## config.mk

```make
export PLATFORM = sky130hd
export DESIGN_NAME = instr_encoder
export DESIGN_NICKNAME = d
export VERILOG_FILES = /design/src/rtl/instr_encoder.sv
export SDC_FILE = /design/constraint.sdc
export NUM_CORES = 1
export LEC_CHECK = 0
export CORE_UTILIZATION = 52
export CTS_BUF_LIST = sky130_fd_sc_hd__clkbuf_2 sky130_fd_sc_hd__clkbuf_4 sky130_fd_sc_hd__clkbuf_8
export DETAILED_ROUTE_END_ITERATION = 12
export PLACE_DENSITY = 0.86
export SLEW_MARGIN = 20
export SYNTH_ARGS = -nofsm -noshare
export SYNTH_HDL_FRONTEND = slang
export SYNTH_SLANG_ARGS = --single-unit
```

## constraint.sdc

```tcl
create_clock -name clk -period 5.15 [get_ports clk]
set_input_delay 0.515 -clock clk [delete_from_list [all_inputs] [get_ports clk]]
set_output_delay 0.515 -clock clk [all_outputs]
set_load 0.02 [all_outputs]
```

## src/rtl/instr_encoder.sv

```systemverilog
// MIPS instruction encoder: turns mnemonic/field requests into 32-bit words
// with a one-entry ready/valid output register, an address counter and word/error counters.
module instr_encoder (
  input  logic        clk,
  input  logic        rst_n,
  input  logic        start,
  input  logic [31:0] base_addr,
  input  logic        in_valid,
  output logic        in_ready,
  input  logic [4:0]  in_mnem,
  input  logic [4:0]  in_rs,
  input  logic [4:0]  in_rt,
  input  logic [4:0]  in_rd,
  input  logic [4:0]  in_shamt,
  input  logic [15:0] in_imm,
  input  logic [25:0] in_target,
  output logic        out_valid,
  input  logic        out_ready,
  output logic [31:0] out_word,
  output logic [31:0] out_addr,
  output logic        out_illegal,
  output logic [15:0] word_count,
  output logic [7:0]  err_count
);

  typedef enum logic [2:0] {
    FMT_R, FMT_SHIFT, FMT_JR, FMT_I, FMT_LUI, FMT_J, FMT_ILL
  } fmt_e;

  fmt_e        fmt;
  logic [5:0]  opcode;
  logic [5:0]  funct;
  logic [31:0] encWord;
  logic        encIllegal;

  logic        valid_q,   valid_d;
  logic [31:0] word_q,    word_d;
  logic [31:0] outAddr_q, outAddr_d;
  logic        illegal_q, illegal_d;
  logic [31:0] curAddr_q, curAddr_d;
  logic [15:0] wordCnt_q, wordCnt_d;
  logic [7:0]  errCnt_q,  errCnt_d;

  logic inHs;
  logic outHs;

  always_comb begin
    fmt    = FMT_ILL;
    opcode = 6'd0;
    funct  = 6'd0;
    case (in_mnem)
      5'd0:  begin fmt = FMT_R;     funct = 6'd32; end
      5'd1:  begin fmt = FMT_R;     funct = 6'd34; end
      5'd2:  begin fmt = FMT_R;     funct = 6'd36; end
      5'd3:  begin fmt = FMT_R;     funct = 6'd37; end
      5'd4:  begin fmt = FMT_R;     funct = 6'd38; end
      5'd5:  begin fmt = FMT_R;     funct = 6'd39; end
      5'd6:  begin fmt = FMT_R;     funct = 6'd42; end
      5'd7:  begin fmt = FMT_SHIFT; funct = 6'd0;  end
      5'd8:  begin fmt = FMT_SHIFT; funct = 6'd2;  end
      5'd9:  begin fmt = FMT_SHIFT; funct = 6'd3;  end
      5'd10: begin fmt = FMT_JR;    funct = 6'd8;  end
      5'd11: begin fmt = FMT_I;     opcode = 6'd8;  end
      5'd12: begin fmt = FMT_I;     opcode = 6'd12; end
      5'd13: begin fmt = FMT_I;     opcode = 6'd13; end
      5'd14: begin fmt = FMT_I;     opcode = 6'd14; end
      5'd15: begin fmt = FMT_I;     opcode = 6'd10; end
      5'd16: begin fmt = FMT_LUI;   opcode = 6'd15; end
      5'd17: begin fmt = FMT_I;     opcode = 6'd35; end
      5'd18: begin fmt = FMT_I;     opcode = 6'd43; end
      5'd19: begin fmt = FMT_I;     opcode = 6'd32; end
      5'd20: begin fmt = FMT_I;     opcode = 6'd33; end
      5'd21: begin fmt = FMT_I;     opcode = 6'd40; end
      5'd22: begin fmt = FMT_I;     opcode = 6'd41; end
      5'd23: begin fmt = FMT_I;     opcode = 6'd4;  end
      5'd24: begin fmt = FMT_I;     opcode = 6'd5;  end
      5'd25: begin fmt = FMT_J;     opcode = 6'd2;  end
      5'd26: begin fmt = FMT_J;     opcode = 6'd3;  end
      default: fmt = FMT_ILL;
    endcase
  end

  // Only the fields belonging to the selected format reach the word; the rest are dropped.
  always_comb begin
    encWord    = 32'h0000_0000;
    encIllegal = 1'b0;
    case (fmt)
      FMT_R:     encWord = {6'd0, in_rs, in_rt, in_rd, 5'd0, funct};
      FMT_SHIFT: encWord = {6'd0, 5'd0, in_rt, in_rd, in_shamt, funct};
      FMT_JR:    encWord = {6'd0, in_rs, 5'd0, 5'd0, 5'd0, funct};
      FMT_I:     encWord = {opcode, in_rs, in_rt, in_imm};
      FMT_LUI:   encWord = {opcode, 5'd0, in_rt, in_imm};
      FMT_J:     encWord = {opcode, in_target};
      default:   encIllegal = 1'b1;
    endcase
  end

  assign in_ready = rst_n && !start && (!valid_q || out_ready);
  assign inHs     = in_valid && in_ready;
  assign outHs    = valid_q && out_ready;

  // start wins over both handshakes: the held word is discarded uncounted.
  always_comb begin
    valid_d   = valid_q;
    word_d    = word_q;
    outAddr_d = outAddr_q;
    illegal_d = illegal_q;
    curAddr_d = curAddr_q;
    wordCnt_d = wordCnt_q;
    errCnt_d  = errCnt_q;
    if (start) begin
      valid_d   = 1'b0;
      curAddr_d = base_addr;
      wordCnt_d = 16'd0;
      errCnt_d  = 8'd0;
    end else begin
      if (outHs) begin
        valid_d   = 1'b0;
        wordCnt_d = wordCnt_q + 16'd1;
        if (illegal_q && (errCnt_q != 8'hFF)) errCnt_d = errCnt_q + 8'd1;
      end
      if (inHs) begin
        valid_d   = 1'b1;
        word_d    = encWord;
        illegal_d = encIllegal;
        outAddr_d = curAddr_q;
        curAddr_d = curAddr_q + 32'd4;
      end
    end
  end

  always_ff @(posedge clk or negedge rst_n) begin
    if (!rst_n) begin
      valid_q   <= 1'b0;
      word_q    <= 32'h0000_0000;
      outAddr_q <= 32'h0000_0000;
      illegal_q <= 1'b0;
      curAddr_q <= 32'h0000_0000;
      wordCnt_q <= 16'd0;
      errCnt_q  <= 8'd0;
    end else begin
      valid_q   <= valid_d;
      word_q    <= word_d;
      outAddr_q <= outAddr_d;
      illegal_q <= illegal_d;
      curAddr_q <= curAddr_d;
      wordCnt_q <= wordCnt_d;
      errCnt_q  <= errCnt_d;
    end
  end

  assign out_valid   = valid_q;
  assign out_word    = word_q;
  assign out_addr    = outAddr_q;
  assign out_illegal = illegal_q;
  assign word_count  = wordCnt_q;
  assign err_count   = errCnt_q;

endmodule
```

; Yosys cells after proc, flatten, opt, wreduce, memory -nomap -nowiden
; Cells that the tools add are included.
[word_totals]
wordCells = 79
romBits = 0
latchBits = 0
mem_bits_rw = 0
mem_count = 0
register_bits = 122
input_bits = 104
[op_classes]
shifts = 0
n_mux = 15
order_cmp = 0
bitwise_logic = 1
multipliers = 0
n_div = 0
n_eq_ne = 32
add_sub_neg = 3
reduce_logical = 21
[op_table]
columns = cell, count
row1 = 32-bit case mux with 6 select lines, 1
row2 = 6-bit case mux with 16 select lines, 1
row3 = 32-bit two-way mux, 2
row4 = 6-bit case mux with 10 select lines, 1
row5 = 5-bit == test (second input constant), 11
row6 = 5-bit by 4-bit == test with 1-bit output (second input constant), 8
row7 = 32-bit by 3-bit adder with 32-bit output (second input constant), 1
row8 = 16-bit two-way mux, 2
row9 = 8-bit two-way mux, 3
row10 = 5-bit by 3-bit == test with 1-bit output (second input constant), 4
row11 = 3-bit case mux with 6 select lines, 1
row12 = 16-bit by 1-bit adder with 16-bit output (second input constant), 1
row13 = 13-bit OR reduction, 1
row14 = 5-bit by 2-bit == test with 1-bit output (second input constant), 2
row15 = 8-bit by 1-bit adder with 8-bit output (second input constant), 1
row16 = 8-bit inequality test (second input constant), 1
row17 = 7-bit OR reduction, 1
row18 = 3-bit by 2-bit == test with 1-bit output (second input constant), 2
row19 = 3-bit == test (second input constant), 2
row20 = 2-bit nonzero test, 3
row21 = 6-bit OR reduction, 1
row22 = 5-bit by 1-bit == test with 1-bit output (second input constant), 1
row23 = 1-bit logical AND, 5
row24 = 5-bit logical NOT, 1
row25 = 10 further kinds, 15

; Depth between registers and ports, before layout
[logic_depth]
ltp_word = 6
depth_mapped = 8
mapped_depth_nobuf = 6

; Least setup slack after synthesis
; OpenSTA, ideal clock, no wires.
[synth_path]
path_type = in2reg
startpoint = in start
endpoint = reg curAddr_q[5]
required_time_ns = 5.034
path_stages = 8
slack_ns = 3.323
arrival_ns = 1.711
path_buffers = 3
cell_sequence = clkbuf_1 > inv_1 > and4_1 > buf_2 > nor2_2 > clkbuf_1 > o21ai_0 > o311ai_0
[synth_via]
elab_chain_cells = 5
word_cells_on_any_way = 6
classes_between = mux (1) / reduce/logical (5)
[synth_rtl]
columns = item, line_no
row1 = start: declaration, 6  ; input logic start,
row2 = 1-bit logical NOT, 98  ; assign in_ready = rst_n && !start && (!valid_q || out_ready);
row3 = 1-bit logical AND (2 in a row), 98
row4 = 1-bit logical AND, 99  ; assign inHs = in_valid && in_ready;
row5 = 2-bit nonzero test (no source line), -
row6 = end signal: assignment, 146  ; curAddr_q <= curAddr_d;
row7 = end: declaration, 40  ; logic [31:0] curAddr_q, curAddr_d;
; Several ways; a longest one is shown, not always the timed one.
; A chain may end at the register's enable or synchronous reset.

; Worst setup path after layout
[layout_path]
startpoint = in rst_n
endpoint = reg curAddr_q[28]
[layout_via]
elab_chain_cells = 4
[layout_rtl]
columns = item, line_no
row1 = start: declaration, 5  ; input logic rst_n,
row2 = 1-bit logical AND (2 in a row), 98
row3 = 1-bit logical AND, 99
row4 = 2-bit nonzero test (no source line), -
; No other way between the ends.

==> key figures <==
Pwr
  • Sw Share: 30.28%
  • Peak VDD IR: 0.0002191 V
  • Internal power: 1.929 mW
  • Clock Power Share: 35.0%
  • Overall Power: 2.768 mW
  • Lkg Pwr: 3.625 nW
  • Gate power share: 22.8%
  • Sequential power share: 42.2%
  • Pwr/cell area: 325.7 nW/um2
  • Switching power: 838.2 uW

Clocking
  • Clk_lat worst skew: 0.44 ns
  • Worst-path clk slew: 0.08 ns
  • Post-CTS Setup Bufs: 0
  • CTS tree: done
  • Post-CTS Resized: 0
  • Hold Buf Count CTS: 0
  • H-tree depth: 4
  • CTS root buf: clkbuf_8
  • Cts bufs inserted: 17
  • CTS Buffer Depth: 2
  • Clock sink count: 121

Yosys
  • Net Count, Synth: 784
  • Synth warn: 0
  • Syn Area/Cell: 8.947 um2
  • Post-synth EDFFs: 0
  • Top cells by area, synth: dfrtp_1 (50%), nand2_1 (10%), o21ai_0 (4.0%)
  • Share of the synthesized area in the top cell type: 49.99%
  • Seq/Total Area, Yosys: 49.99%
  • Mapped Area: 6057 um2
  • Post-Syn Instances: 677
  • Synth Flop Type: dfrtp_1
  • Asr flop ratio synth: 100.0%
  • Distinct cell type count after synthesis: 58
  • Seq cells post-synth: 121
  • Largest area contributor in the netlist: dfrtp_1

STA
  • Final setup viols: 0
  • Fin crit period: 2.725 ns
  • Fmax: 0.3670 GHz
  • RSZ-0062 raised after global routing: no
  • Worst-margin pin slew: 1.002 ns
  • Final Hold Viols: 0
  • Clk_skew: 0.01212 ns
  • Fin crit share: 52.91%
  • Setup TNS: 0 ns
  • Pins Over Slew Limit: 0
  • Worst slew margin: 33.02%

Place
  • Hpwl dp: 12.82 mm
  • I/O Buffers: 193
  • GP Congestion: 0.8864
  • DP Cell Count: 976

Setup path
  • CP Cell Sequence: buf_4 -> nand4_1 -> buf_12 -> or3_1 -> o211ai_1
  • Crit path max fanout: 64
  • Crit-path slowest cell: nand4_1
  • CP Buf/Inv Count: 2
  • Top delay family on crit path: simple AND/OR/NAND/NOR gates
  • Endpoint type of the worst setup path: flop
  • WP data required: 5.50 ns
  • Arr. time, crit path: 3.08 ns
  • CP startpoint kind: input pin
  • Worst Path Class, Setup: in -> reg
  • CP max stage delay: 0.97 ns

Worst hold path
  • Worst min-delay path class: in -> async

Routing
  • Starting DRT DRC Count: 437
  • Drt total wl: 17.76 mm
  • DRC violations left: 0
  • ANT nets after route: 0
  • Avg WL per Cell: 17.62 um
  • Vias per cell: 5.990
  • Total vias in the final route: 6038
  • Detailed Routing Iterations Pass 1: 5

Layout
  • Post-route insts no fill: 1008
  • Layout cells sized above 1: 6.127%
  • Antenna diodes: 0
  • Layout fillers: 782
  • P&R area growth vs syn: 40.30%
  • Final #Nets: 959

Global route
  • Total GRT Usage: 31.04%
  • Gr ovfl total: 0
  • Initial antenna violation count: 0
  • Largest net degree at the start of global routing: 65
  • Vias in the first global route: 5766
  • First-pass GRT wire length: 28.19 mm

Floorplan
  • Num rows: 39
  • CORE AREA: 11370 um2
  • Die W: 109.9 um
  • DIE HEIGHT: 109.9 um
  • Die ar.: 12080 um2
  • Initial Util: 53.27%
  • IO Count: 195

Status
  • Status: finished, final reports clean

Run
  • Max Cap Viol: 0
-- power groups by stage --
stage	logic [mW]	clock network [mW]	registers, mW
floorplan	0.185	0	1.27
global placement	0.612	0	1.18
detailed placement	0.631	0	1.18
CTS	0.634	0.973	1.16
global route	0.685	1.02	1.18
finish	0.632	0.969	1.17
-- cells by family (layout without fill, tap and decap cells) --
kind of cell / after synthesis / after routing / share of synthesized area [%]
adders and majority gates: 3 / 3 / 0.6198
xor gates and xnor gates: 22 / 22 / 3.181
buffers and inverters: 57 / 245 / 3.904
DFF: 121 / 121 / 49.99
AOI/OAI and AO/OA: 150 / 150 / 16.94
muxes: 7 / 7 / 1.198
and+or+nand+nor: 316 / 316 / 24.11
other: 1 / 1 / 0.06191
-- routing by layer --
layer / GRT usage, % / vias to the layer above / wire length, um
li1: - / 2776 / -
met1: 36.99 / 2861 / 6709
met2: 51.96 / 348 / 8822
met3: 7.291 / 53 / 1471
met4: 16.57 / 0 / 756
met5: 0 / - / 0
-- through the flow --
step | utilization (%) | instance area (um2) | hold WS (ns) | setup slack (ns)
final | 74.74 | 8498 | 0.1629 | 2.425
after CTS | 74.71 | 8494 | 0.1710 | 2.401
after global placement | 70.67 | 8035 | 0.4489 | 1.997
after floorplan | - | 6057 | 0.2194 | 3.323
after global routing | 74.74 | 8498 | 0.2091 | 2.114
after detailed placement | 70.73 | 8041 | 0.4627 | 1.962
-- cell usage after synthesis, types with 2 or more instances --
master and number:
o31ai_1 2, o311ai_0 13, mux2_2 2, dfrtp_1 121
a2bb2oi_1 2, xor2_1 10, nor4_1 3, o211ai_1 9
a221o_1 7, a22oi_1 9, and4_1 5, a32oi_1 4
nor2_1 42, nand2_1 168, nand4_1 18, and2_0 2
o21ai_0 49, a211oi_1 2, and3_1 11, o22ai_1 4
nor2b_1 3, a22o_1 3, clkbuf_1 28, a31oi_1 4
mux2i_1 5, nand3_1 30, buf_1 3, inv_1 14
a21oi_1 18, buf_4 3, xnor2_1 12, a21o_1 2
buf_2 9, nor3_1 11, ha_1 3, nor4_4 2
nand2b_1 5, a222oi_1 10, or3_1 9, o21bai_1 2
-- worst register-to-register path, stage by stage (launching register included) --
cell and delay (ns):
dfrtp_1 0.44, nand2b_1 0.15, nand4_1 0.78, buf_12 0.50, or3_1 0.37, o211ai_1 0.10
-- cells in the final DEF (no fill, tap or decap), types with 5 or more instances in the layout --
master	synthesis	layout
nor2_1	42	42
a21oi_1	18	18
xor2_1	10	10
xnor2_1	12	12
dfrtp_1	121	121
o211ai_1	9	9
o21ai_0	49	49
buf_4	3	6
o311ai_0	13	13
a22oi_1	9	9
a221o_1	7	7
nor3_1	11	11
nand3_1	30	30
nand2b_1	5	5
inv_1	14	14
nand4_1	18	18
and3_1	11	11
clkdlybuf4s50_1	0	191
nand2_1	168	168
clkbuf_8	0	19
or3_1	9	9
a222oi_1	10	10
mux2i_1	5	5
-- area by class of cell --
type / instances / area (um2) / area share, %
multi-input combinational: 499 / 2804 / 32.99
clock buffer: 19 / 261.5 / 3.077
clock inverter: 13 / 191.4 / 2.253
timing repair buffer: 199 / 1982 / 23.32
tap: 143 / 178.9 / 2.105
sequential: 121 / 3028 / 35.63
inverter: 14 / 52.55 / 0.6184
-- worst paths after layout --
kind | startpoint | to | slack, ns | cells past startpoint
worst max-delay path | rst_n | curAddr_q[28] | 2.43 | 5
worst min-delay path | rst_n | curAddr_q[27] | 0.16 | 1
worst max register to register | out_valid | curAddr_q[28] | 2.73 | 5
worst min register to register | curAddr_q[1] | out_addr[1] | 0.48 | 2
max in group asynchronous | rst_n | out_word[21] | 3.70 | 2
min in group clk | curAddr_q[1] | out_addr[1] | 0.48 | 2
-- flip-flops by register name (all words and copies together) (netlist names) --
signal and cells:
curAddr_q 32, out_valid 1, out_addr 32, out_word 31
word_count 16, err_count 8, out_illegal 1
(Power assumes the default switching activity.)
